[src/rtl/reg_slice_pkg.sv]
// Shared types for the reg_slice two-entry register slice.
package reg_slice_pkg;

    localparam int unsigned LEVEL_W = 2;

    typedef enum logic [1:0] {
        EMPTY = 2'd0,
        ONE   = 2'd1,
        FULL  = 2'd2
    } state_e;

    // Number of words held in a given occupancy state.
    function automatic logic [LEVEL_W-1:0] level_of(input state_e s);
        case (s)
            ONE:     return LEVEL_W'(1);
            FULL:    return LEVEL_W'(2);
            default: return LEVEL_W'(0);
        endcase
    endfunction

endpackage

[src/rtl/reg_slice_ctrl.sv]
// Occupancy FSM for reg_slice; produces load enables for main and skid.
// Optional synchronous flush when REG_SLICE_FLUSH_EN is defined.
module reg_slice_ctrl
    import reg_slice_pkg::*;
(
    input  logic               clk,
    input  logic               rstn,
    input  logic               in_valid,
    input  logic               out_ready,
`ifdef REG_SLICE_FLUSH_EN
    input  logic               flush,
`endif
    output logic               in_ready,
    output logic               out_valid,
    output logic [LEVEL_W-1:0] level,
    output logic               load_main_c,
    output logic               main_from_skid_c,
    output logic               load_skid_c
);

    state_e state_q;
    state_e state_d;
    logic   flush_c;
    logic   in_fire_c;
    logic   out_fire_c;

`ifdef REG_SLICE_FLUSH_EN
    assign flush_c = flush;
`else
    assign flush_c = 1'b0;
`endif

    // Handshake outputs decode state flops only, so no input reaches an output.
    assign in_ready   = (state_q != FULL);
    assign out_valid  = (state_q != EMPTY);
    assign level      = level_of(state_q);
    assign in_fire_c  = in_valid & in_ready;
    assign out_fire_c = out_valid & out_ready;

    // State register.
    always_ff @(posedge clk or negedge rstn) begin
        if (!rstn) begin
            state_q <= EMPTY;
        end else begin
            state_q <= state_d;
        end
    end

    // Next state and load enables; flush discards occupancy but leaves data alone.
    always_comb begin
        state_d          = state_q;
        load_main_c      = 1'b0;
        main_from_skid_c = 1'b0;
        load_skid_c      = 1'b0;
        case (state_q)
            EMPTY: begin
                if (in_fire_c) begin
                    load_main_c = 1'b1;
                    state_d     = ONE;
                end
            end
            ONE: begin
                case ({in_fire_c, out_fire_c})
                    2'b10: begin
                        load_skid_c = 1'b1;
                        state_d     = FULL;
                    end
                    2'b01: state_d = EMPTY;
                    2'b11: load_main_c = 1'b1;
                    default: state_d = ONE;
                endcase
            end
            FULL: begin
                if (out_fire_c) begin
                    load_main_c      = 1'b1;
                    main_from_skid_c = 1'b1;
                    state_d          = ONE;
                end
            end
            default: state_d = EMPTY;
        endcase
        if (flush_c) begin
            state_d          = EMPTY;
            load_main_c      = 1'b0;
            main_from_skid_c = 1'b0;
            load_skid_c      = 1'b0;
        end
    end

endmodule

[src/rtl/reg_slice.sv]
// Two-entry (main + skid) valid/ready register slice, full throughput,
// no combinational input-to-output path.
// Define REG_SLICE_FLUSH_EN to add the synchronous flush port.
module reg_slice
    import reg_slice_pkg::*;
#(
    parameter int unsigned WIDTH = 32
) (
    input  logic               clk,
    input  logic               rstn,
    input  logic               in_valid,
    output logic               in_ready,
    input  logic [WIDTH-1:0]   in_data,
    output logic               out_valid,
    input  logic               out_ready,
    output logic [WIDTH-1:0]   out_data,
`ifdef REG_SLICE_FLUSH_EN
    input  logic               flush,
`endif
    output logic [LEVEL_W-1:0] level
);

    logic [WIDTH-1:0] main_q;
    logic [WIDTH-1:0] skid_q;
    logic             load_main_c;
    logic             main_from_skid_c;
    logic             load_skid_c;

    reg_slice_ctrl u_ctrl (
        .clk              (clk),
        .rstn             (rstn),
        .in_valid         (in_valid),
        .out_ready        (out_ready),
`ifdef REG_SLICE_FLUSH_EN
        .flush            (flush),
`endif
        .in_ready         (in_ready),
        .out_valid        (out_valid),
        .level            (level),
        .load_main_c      (load_main_c),
        .main_from_skid_c (main_from_skid_c),
        .load_skid_c      (load_skid_c)
    );

    // Main register feeds the output; refilled from input or from skid.
    always_ff @(posedge clk or negedge rstn) begin
        if (!rstn) begin
            main_q <= '0;
        end else if (load_main_c) begin
            main_q <= main_from_skid_c ? skid_q : in_data;
        end
    end

    // Skid register catches the word accepted while main is stalled.
    always_ff @(posedge clk or negedge rstn) begin
        if (!rstn) begin
            skid_q <= '0;
        end else if (load_skid_c) begin
            skid_q <= in_data;
        end
    end

    assign out_data = main_q;

endmodule

[config.mk]
export PLATFORM = sky130hd
export DESIGN_NAME = reg_slice
export DESIGN_NICKNAME = d
export VERILOG_FILES = /design/src/rtl/reg_slice_pkg.sv /design/src/rtl/reg_slice_ctrl.sv /design/src/rtl/reg_slice.sv
export SDC_FILE = /design/constraint.sdc
export NUM_CORES = 1
export LEC_CHECK = 0
export ABC_AREA = 1
export BUFFER_PORTS_ARGS = -buffer_cell sky130_fd_sc_hd__buf_4
export CAP_MARGIN = 20
export CORE_AREA = 2 2 105 107
export CTS_CLUSTER_DIAMETER = 30
export CTS_CLUSTER_SIZE = 30
export DETAILED_ROUTE_END_ITERATION = 7
export DIE_AREA = 0 0 107 109
export GPL_TIMING_DRIVEN = 0
export PLACE_DENSITY_LB_ADDON = 0.3
export SYNTH_ARGS = -nofsm -noshare
export SYNTH_HDL_FRONTEND = slang
export SYNTH_SLANG_ARGS = --single-unit
[constraint.sdc]
create_clock -name clk -period 1.44 [get_ports clk]
set_input_delay 0.36 -clock clk [delete_from_list [all_inputs] [get_ports clk]]
set_output_delay 0.36 -clock clk [all_outputs]
set_load 0.02 [all_outputs]
==> results of run 1 <==
layout make-up:
type	instances	area share
plain buffers	28	0.0578
clock buffers	11	0.0291
clock inverters	5	0.0160
inverters	36	0.0279
multi-input cells	268	0.316
flip-flops and latches	66	0.341
well taps	140	0.0361
repair buffers	91	0.176
stage by stage:
step / hold slack [ns] / instance area [um^2] / instances / worst slack, ns / util
CTS: 0.151 / 4330 / 633 / -0.161 / 0.408
global placement: 0.464 / 4000 / 611 / -0.0808 / 0.377
global route: 0.182 / 4850 / 645 / -0.183 / 0.458
detailed placement: 0.468 / 4000 / 611 / -0.0841 / 0.377
floorplan: 0.0644 / 3290 / 401 / 0.0225 / -
finish: 0.108 / 4850 / 645 / -0.132 / 0.458
synth_stat cells, drive strengths merged:
cell type	number	area (um^2)
nand3	36	190
nand4	32	200
nand2	164	621
inv	36	135
or2	1	6.26
o21ai	33	236
nor2	2	15.0
buf	25	216
dfrtp	66	1650
clkbuf	6	22.5
what timing repair did:
action	CTS	global route
resized for setup	19	98
endpoints found under the setup margin	4	67
gates cloned	0	6
buffers inserted	7	8
pin swaps	3	26
hold buffers	0	0
registers in the layout, summed over array words and instances (netlist names):
signal	flops
out_data	32
skid_q	32
u_ctrl.state_q	2
critical path, stage by stage, from the launching register on:
cell	delay, ns
dfrtp_1	0.43
inv_2	0.10
buf_6	0.12
buf_12	0.11
nand3_4	0.10
buf_8	0.17
buf_12	0.15
buf_8	0.13
nand3_2	0.07
nand2_1	0.05
kinds of logic after synthesis:
family | synth area share
AO/OA/AOI/OAI | 0.0718
AND/OR/NAND/NOR | 0.313
buffers and inverters | 0.114
flip-flops | 0.501
how the worst max path moves through the flow:
stage                            startpoint            to  slack, ns  cells past startpoint
final                     u_ctrl.state_q[0]  out_data[10]      -0.13                      9
after CTS                 u_ctrl.state_q[1]     out_valid      -0.16                      3
after floorplan           u_ctrl.state_q[0]      level[1]       0.02                      4
after detailed placement  u_ctrl.state_q[1]     out_valid      -0.08                      4
after global placement    u_ctrl.state_q[1]     out_valid      -0.08                      4
after global routing      u_ctrl.state_q[0]  out_data[11]      -0.18                      9
where the power goes:
group	leakage, nW	switching, mW	total [mW]	internal (mW)
Sequential	0.818	0.387	2.79	2.40
Clock	0.109	0.734	1.75	1.02
Combinational	1.67	1.23	2.28	1.05
metal layers:
metal / up-vias / track usage
li1: 1482 / -
met1: 1426 / 0.207
met2: 69 / 0.260
met3: 10 / 0.0293
met4: 0 / 0.0547
met5: - / 0
==> metrics.md, run 1 <==
| Metric | Value |
|---|---|
| Status | `finished with violations` |
| Failing checks | `negative setup slack` |
| Sequential cell area | `between 0.0015 and 0.002 mm^2` |
| Die width | `roughly 110 um` |
| Leakage | `2.59 nW` |
| CP max FO | `7` |
| Root Buffer | `clkbuf_8` |
| Reg2reg end | `out_data[10]` |
| Worst IR drop on VDD | `~0.66 mV` |
| Remaining DRCs | `0` |
| F_max | `roughly 640 MHz` |
| Reg clk slew, reported paths | `0.08 ns` |
| Vias/cell | `approximately 4.6` |
| Die ar. | `around 0.012 mm^2` |
| Synth cell types | `18` |
| Fin crit period | `1.57 ns` |
| Mapped Cells | `401` |
| Critical path type | `flop to flop` |
| Reg2reg start | `u_ctrl.state_q[0]` |
| Syn_nets | `around 440` |
| Post-Route WL | `slightly above 9000 um` |
| I/O pin count | `between 70 and 80` |
| Slew Limit Fails | `0` |
| Via count | `2,987` |
| First-pass GRT wire length | `between 10,000 and 15,000 um` |
| H-tree Lvls | `3` |
| Number of max-cap violations | `0` |
| Grt ovf | `0` |
| Wirelength per Cell | `14.4 um` |
| Core ar. | `around 0.011 mm^2` |
| Syn Std Cell Area | `around 0.0033 mm^2` |
| Most frequent cells in the layout | `nand2_1, buf_4, dfrtp_1, inv_1, nand4_1` |
| Clk sinks | `66` |
| Power, Total | `slightly below 7 mW` |
| Initial DRC Count | `about 130` |
| Commonest non-fill, non-tap cell in the layout | `nand2_1` |
| Final period util | `1.09` |
| FF-to-FF path depth | `9` |
| Yosys reg bits | `66` |
| Clock skew | `around 0.011 ns` |
| Vias in the first global route | `approximately 2,900` |
| CTS tree | `yes` |
| Max-Slew Margin vs Limit | `0.423` |
| Diode count | `0` |
| Clock tree buffer depth | `2` |
| RSZ-0062 raised after global routing | `yes` |
| CP endpoint kind | `flop` |
| Routed length on met3 | `about 360 um` |
| Met2 WL | `approximately 4600 um` |
| R2r setup slk | `-0.13 ns` |
| DRT Pass-1 Iters | `4` |
| Area of the multi-input gates | `around 0.0015 mm^2` |
| Largest net degree at the start of global routing | `67` |
| Clock latency on the worst-skew pair | `about 0.35 ns` |
| Metal-1 WL | `between 4000 and 5000 um` |
| Net count, final | `~540` |
| Num CTS Buffers | `9` |
| CP startpoint kind | `flop` |
| Initial antenna violation count | `0` |
| Layout cell share with drive strength beyond 1 | `0.432` |
| Top Metal Used | `met4` |
| Num rows | `38` |
| HP Class | `primary input to asynchronous set/reset pin` |
| Worst-Margin Slew | `about 0.87 ns` |
| Register area share after synthesis | `0.501` |
| Worst setup margin | `-0.132 ns` |
| Post-DRT Antenna Nets | `0` |
| FILL cells | `986` |
| Detailed Place HPWL | `~5800 um` |
| Syn. warnings | `0` |
| Synthesis-to-finish area growth | `47.2%` |
| Avg Inst Size Synth | `8.22 um^2` |
| Gr usage total | `0.157` |
| Starting density of the core | `0.311` |
| Die height | `~110 um` |
| # setup viols final | `33` |
| Final Hold Viols | `0` |
| Setup TNS | `-3.42 ns` |
| Routability cong. | `around 0.78` |
| Power per Cell Area | `1410 mW/mm^2` |
| PortBufs | `70` |
| CP Data Required Time | `approximately 1.7 ns` |
| Arr. time, crit path | `about 1.8 ns` |
(Power assumes the default switching activity.)
==> run 2, diff against run 1 <==
--- a/config.mk
+++ b/config.mk
@@ -13,6 +13,7 @@
 export CTS_CLUSTER_SIZE = 30
 export DETAILED_ROUTE_END_ITERATION = 7
 export DIE_AREA = 0 0 107 109
+export GPL_ROUTABILITY_DRIVEN = 0
 export GPL_TIMING_DRIVEN = 0
 export PLACE_DENSITY_LB_ADDON = 0.3
 export SYNTH_ARGS = -nofsm -noshare
==> constraint.sdc (replaced) <==
create_clock -name clk -period 1.44 [get_ports clk]
set_input_delay 0.072 -clock clk [delete_from_list [all_inputs] [get_ports clk]]
set_output_delay 0.072 -clock clk [all_outputs]
set_load 0.02 [all_outputs]
==> run 2 against run 1 <==
Compared with the run above: the run now ends clean; first-iteration DRC count is 6.4% higher; final cell count grew 3.1%; sequential power is 3% lower; routed wire length is 6.3% lower; combinational power down 8.8%; worst setup slack better by 0.15 ns; clock-buffer cell count is the same.
==> metrics.md, run 2 (synthesized netlist as in run 1, its figures left out) <==
| Metric | Value |
|---|---|
| Clock latency on the worst-skew pair | `0.35 ns (about the same)` |
| Initial DRC Count | `133 (+6.4%)` |
| Remaining DRCs | `0 (unchanged)` |
| FILL cells | `1,036 (+5.1%)` |
| Post-DRT Antenna Nets | `0 (unchanged)` |
| Via count | `3,026 (+1.3%)` |
| Clock tree buffer depth | `2 (unchanged)` |
| Number of max-cap violations | `0 (unchanged)` |
| # setup viols final | `0 (-100%)` |
| CP Buf/Inv Count | `2 (-4)` |
| Sequential cell area | `0.00165 mm^2 (about the same)` |
| Synthesis-to-finish area growth | `40.8%` |
| DRT Pass-1 Iters | `4 (unchanged)` |
| Arr. time, crit path | `1.35 ns (-0.45 ns)` |
| Power, Total | `6.54 mW (-4.1%)` |
| I/O pin count | `72 (unchanged)` |
| Layout cell share with drive strength beyond 1 | `0.290 (-0.142)` |
| Initial antenna violation count | `0 (unchanged)` |
| Largest net degree at the start of global routing | `67 (unchanged)` |
| Clock skew | `0.0104 ns (-0.000402 ns)` |
| Root Buffer | `clkbuf_8` |
| Final period util | `0.988 (-0.104)` |
| CTS tree | `yes` |
| Max-Slew Margin vs Limit | `0.432 (+0.00872)` |
| Hold Slack | `0.0172 ns (-0.0909 ns)` |
| H-tree Lvls | `3 (unchanged)` |
| Worst-path cell chain | `buf_12, or2_2, buf_6` |
| Area of the multi-input gates | `0.00129 mm^2 (-16%)` |
| HP Class | `primary input to flop` |
| CP Data Required Time | `1.37 ns (-0.30 ns)` |
| PortBufs | `70 (unchanged)` |
| Reg clk slew, reported paths | `0.07 ns (about the same)` |
| Status | `complete, no violations` |
| Vias/cell | `4.55 (-1.7%)` |
| Placed cell count | `611 (unchanged)` |
| Power per Cell Area | `1410 mW/mm^2 (+0.32%)` |
| Die ar. | `0.0117 mm^2 (unchanged)` |
| First-pass GRT wire length | `14,500 um (+1.7%)` |
| Die height | `109 um (unchanged)` |
| CP endpoint kind | `primary output` |
| RSZ-0062 raised after global routing | `yes` |
| Die width | `107 um (unchanged)` |
| Most frequent cells in the layout | `nand2_1, buf_4, dfrtp_1, inv_1, nand3_1` |
| Leakage | `2.50 nW (-3.6%)` |
| Worst-Margin Slew | `0.852 ns (-0.0131 ns)` |
| Commonest non-fill, non-tap cell in the layout | `nand2_1` |
| Critical path's slowest cell | `dfrtp_1` |
| Diode count | `0 (unchanged)` |
| Slew Limit Fails | `0 (unchanged)` |
| Worst IR drop on VDD | `0.651 mV (-1.1%)` |
| Critical path type | `flop to primary output` |
| Grt ovf | `0 (unchanged)` |
| Gr usage total | `0.159 (+0.00205)` |
| Core ar. | `0.0106 mm^2 (unchanged)` |
| Layout Cells excl Fill | `665 (+3.1%)` |
| Fin crit period | `1.42 ns (-0.150 ns)` |
| Num CTS Buffers | `9 (unchanged)` |
| Num rows | `38 (unchanged)` |
| Crit path largest cell delay | `0.40 ns (-0.03 ns)` |
| Fin util | `0.437 (-0.0201)` |
| Cell family with most CP delay | `flip-flops` |
| CP startpoint kind | `flop` |
| Clk sinks | `66 (unchanged)` |
| Vias in the first global route | `2,980 (+1.2%)` |
| Starting density of the core | `0.311 (unchanged)` |
| Setup TNS | `0 ns (+3.42 ns)` |
| CP max FO | `9 (+2)` |
| F_max | `703 MHz (+11%)` |
| Final Hold Viols | `0 (unchanged)` |
| Wirelength per Cell | `13.1 um (-9.2%)` |
| Net count, final | `556 (+3.7%)` |
| Detailed Place HPWL | `5800 um (unchanged)` |
| Post-Route WL | `8720 um (-6.3%)` |
## run 2: cell types whose count changed in the layout (fill, tap and decap cells not counted), moves of 11 or more
cell and delta:
dlygate4sd3_1 +30, nand3_1 +28, nand3_2 -28, nand2_1 +22, nand2_2 -15, buf_8 -11
## run 2: repair_timing
item | 4_1_cts | 5_1_grt
endpoints found under the setup margin | 4 | 29
hold buffers | 30 | 0
endpoints found under the hold margin | 95 | 0
resized for setup | 1 | 17
buffers inserted | 2 | 7
## run 2: power by group
| part | internal (mW) | switching (mW) |
|---|---|---|
| clock network | 1.02 | 0.733 |
| logic | 0.934 | 1.15 |
| registers | 2.40 | 0.310 |
| total | 4.35 | 2.19 |
## run 2: metrics by stage
step           area, um^2  setup slack (ns)
5_1_grt              4640           -0.0225
3_3_place_gp         4000            0.0618
6_report             4640            0.0179
4_1_cts              4530           -0.0157
2_1_floorplan        3290             0.199
3_5_place_dp         4000            0.0504
## run 2: cell type report
type	instances	area share
plain buffers	30	0.0550
multi-input cells	268	0.278
clock buffers	11	0.0305
inverters	36	0.0291
flip-flops and latches	66	0.356
repair buffers	109	0.197
well taps	140	0.0378
clock inverters	5	0.0167
## run 2: path summary, 6_finish.rpt
path	start	to	slack (ns)	cells after the start
setup / recovery	u_ctrl.state_q[1]	out_valid	0.02	3
hold / removal	in_data[10]	skid_q[10]	0.02	3
setup reg to reg	u_ctrl.state_q[0]	out_data[10]	0.08	9
hold reg to reg	skid_q[19]	skid_q[19]	0.49	2
max in group asynchronous	rstn	skid_q[19]	0.50	2
min in group asynchronous	rstn	out_data[30]	0.36	2
## run 2: per-layer routing
metal / GRT usage / wire length (um) / vias to the layer above
met5: 0 / 0 / -
met4: 0.0622 / 168 / 0
met3: 0.0287 / 349 / 15
met2: 0.259 / 4100 / 67
met1: 0.211 / 4110 / 1428
li1: - / - / 1516
## run 2: worst register-to-register path, cell delays in order, from the launching register on
cell     delay (ns)
dfrtp_1        0.43
inv_2          0.10
buf_6          0.13
nand3_4        0.08
buf_8          0.15
buf_6          0.14
nand2_1        0.06
nand2_1        0.05
nand2_1        0.06
nand2_1        0.05
==> run 3, diff against run 2 <==
--- a/config.mk
+++ b/config.mk
@@ -15,6 +15,7 @@
 export DIE_AREA = 0 0 107 109
 export GPL_ROUTABILITY_DRIVEN = 0
 export GPL_TIMING_DRIVEN = 0
+export HOLD_SLACK_MARGIN = 0.08
 export PLACE_DENSITY_LB_ADDON = 0.3
 export SYNTH_ARGS = -nofsm -noshare
 export SYNTH_HDL_FRONTEND = slang
==> run 3 against run 2 <==
Compared with the run above: first-iteration DRC count increased by 5.3%; fmax decreased by 0.80%; largest power group unchanged; routed wire length increased by 1.1%; non-clock buffer count increased by 2; sequential cell count unchanged; die area unchanged; clock power about the same; critical path type unchanged.
==> metrics.md, run 3 (synthesized netlist as in run 1, its figures left out) <==
| Metric | Value |
|---|---|
| Die width | `107 um (unchanged)` |
| Grt ovf | `0 (unchanged)` |
| Post-DRT Antenna Nets | `0 (unchanged)` |
| Worst-path cell chain | `inv_2, buf_4, nand2_1, inv_1, buf_4` |
| Wirelength per Cell | `13.2 um (+0.79%)` |
| Clk sinks | `66 (unchanged)` |
| RSZ-0062 raised after global routing | `yes` |
| CP Buf/Inv Count | `4 (+2)` |
| Setup TNS | `0 ns (unchanged)` |
| Largest net degree at the start of global routing | `67 (unchanged)` |
| Commonest non-fill, non-tap cell in the layout | `nand2_1` |
| Num rows | `38 (unchanged)` |
| Post-Route WL | `8820 um (+1.1%)` |
| Power per Cell Area | `1400 mW/mm^2 (-1.1%)` |
| CP startpoint kind | `flop` |
| Die height | `109 um (unchanged)` |
| H-tree Lvls | `3 (unchanged)` |
| CP Data Required Time | `1.37 ns (about the same)` |
| Leakage | `2.52 nW (+0.56%)` |
| Via count | `3,048 (+0.73%)` |
| Remaining DRCs | `0 (unchanged)` |
| Final Hold Viols | `0 (unchanged)` |
| Synthesis-to-finish area growth | `42.4%` |
| Clock tree buffer depth | `2 (unchanged)` |
| Die ar. | `0.0117 mm^2 (unchanged)` |
| HP Class | `primary input to flop` |
| Critical path's slowest cell | `dfrtp_1` |
| Cell family with most CP delay | `buffers and inverters` |
| Hold Path Stages | `4 (+1)` |
| CP endpoint kind | `primary output` |
| Net count, final | `558 (+0.36%)` |
| Crit path largest cell delay | `0.43 ns (+0.03 ns)` |
| Clock skew | `0.00864 ns (-0.00175 ns)` |
| Max-Slew Margin vs Limit | `0.428 (-0.00424)` |
| FF-to-FF path depth | `9 (unchanged)` |
| Fin crit period | `1.43 ns (+0.0114 ns)` |
| Gr usage total | `0.161 (+0.00177)` |
| Layout cell share with drive strength beyond 1 | `0.285 (-0.00489)` |
| Vias in the first global route | `3,006 (+0.87%)` |
| # setup viols final | `0 (unchanged)` |
| Slew Limit Fails | `0 (unchanged)` |
| Most frequent cells in the layout | `nand2_1, buf_4, dfrtp_1` |
| Status | `complete, no violations` |
| Clock latency on the worst-skew pair | `0.35 ns (about the same)` |
| Core ar. | `0.0106 mm^2 (unchanged)` |
| Vias/cell | `4.57 (+0.43%)` |
| Reg clk slew, reported paths | `0.07 ns (about the same)` |
| Final period util | `0.995 (+0.00792)` |
| Detailed Place HPWL | `5800 um (unchanged)` |
| Starting density of the core | `0.311 (unchanged)` |
| I/O pin count | `72 (unchanged)` |
| CP max FO | `10 (+1)` |
| PortBufs | `70 (unchanged)` |
| Initial DRC Count | `140 (+5.3%)` |
| Arr. time, crit path | `1.36 ns (about the same)` |
| Initial antenna violation count | `0 (unchanged)` |
| Number of max-cap violations | `0 (unchanged)` |
| CTS tree | `yes` |
| Fin util | `0.443 (+0.00507)` |
| Critical path depth in cells | `5 (+2)` |
| Num CTS Buffers | `9 (unchanged)` |
| Worst-Margin Slew | `0.859 ns (+0.00636 ns)` |
| Critical path type | `flop to primary output` |
| Root Buffer | `clkbuf_8` |
| Most common cell on crit path | `buf_4` |
| F_max | `698 MHz (-0.80%)` |
| First-pass GRT wire length | `14,600 um (+1.1%)` |
| DRT Pass-1 Iters | `4 (unchanged)` |
| Diode count | `0 (unchanged)` |
| Worst IR drop on VDD | `0.651 mV (about the same)` |
## run 3: what timing repair did
action | 4_1_cts | 5_1_grt
gates resized for setup | 1 | 18
gates cloned | 0 | 1
pin swaps | 0 | 1
setup buffers | 2 | 5
hold endpoints to repair | 131 | 0
endpoints found under the setup margin | 4 | 29
hold buffers | 34 | 0
## run 3: final cells by class
class | instances | area (um^2)
Clock buffer | 11 | 141
Fill cell | 1036 | 5910
Inverter | 36 | 135
Sequential cell | 66 | 1650
Multi-Input combinational cell | 268 | 1290
Timing Repair Buffer | 112 | 967
Tap cell | 140 | 175
Clock inverter | 5 | 77.6
Buffer | 29 | 250
## run 3: final timing paths
kind / start / end / slack [ns]
hold / removal: out_ready / u_ctrl.state_q[0] / 0.12
setup / recovery: u_ctrl.state_q[0] / level[1] / 0.007
min in group asynchronous: rstn / out_data[30] / 0.36
hold reg to reg: skid_q[0] / skid_q[0] / 0.49
setup reg to reg: u_ctrl.state_q[0] / out_data[10] / 0.07
max in group asynchronous: rstn / skid_q[13] / 0.49
## run 3: routing by layer
layer / global-route usage / share of wire / up-vias
met5: 0 / 0 / -
met4: 0.0622 / 0.020 / 0
met3: 0.0293 / 0.047 / 15
met2: 0.265 / 0.47 / 76
met1: 0.211 / 0.46 / 1440
li1: - / - / 1517
## run 3: tightest hold or removal path, delay by kind of cell
family,cells,cell delay (ns)
and+or+nand+nor,2,0.14
buffers and inverters,2,0.22
## run 3: report_power, final
group	internal (mW)	switching, mW
combinational	0.932	1.15
sequential	2.40	0.307
clock	1.02	0.738
total	4.35	2.20
## run 3: per-stage QoR
stage          area [um^2]  power [mW]  setup slack (ns)  hold WS (ns)  cells
2_1_floorplan         3290        3.89             0.199        -0.224    401
3_3_place_gp          4000        4.64            0.0618         0.239    611
3_5_place_dp          4000        4.69            0.0504         0.241    611
4_1_cts               4570        6.53           -0.0157        0.0962    662
5_1_grt               4690        6.96           -0.0615         0.161    667
6_report              4690        6.55           0.00653         0.118    667
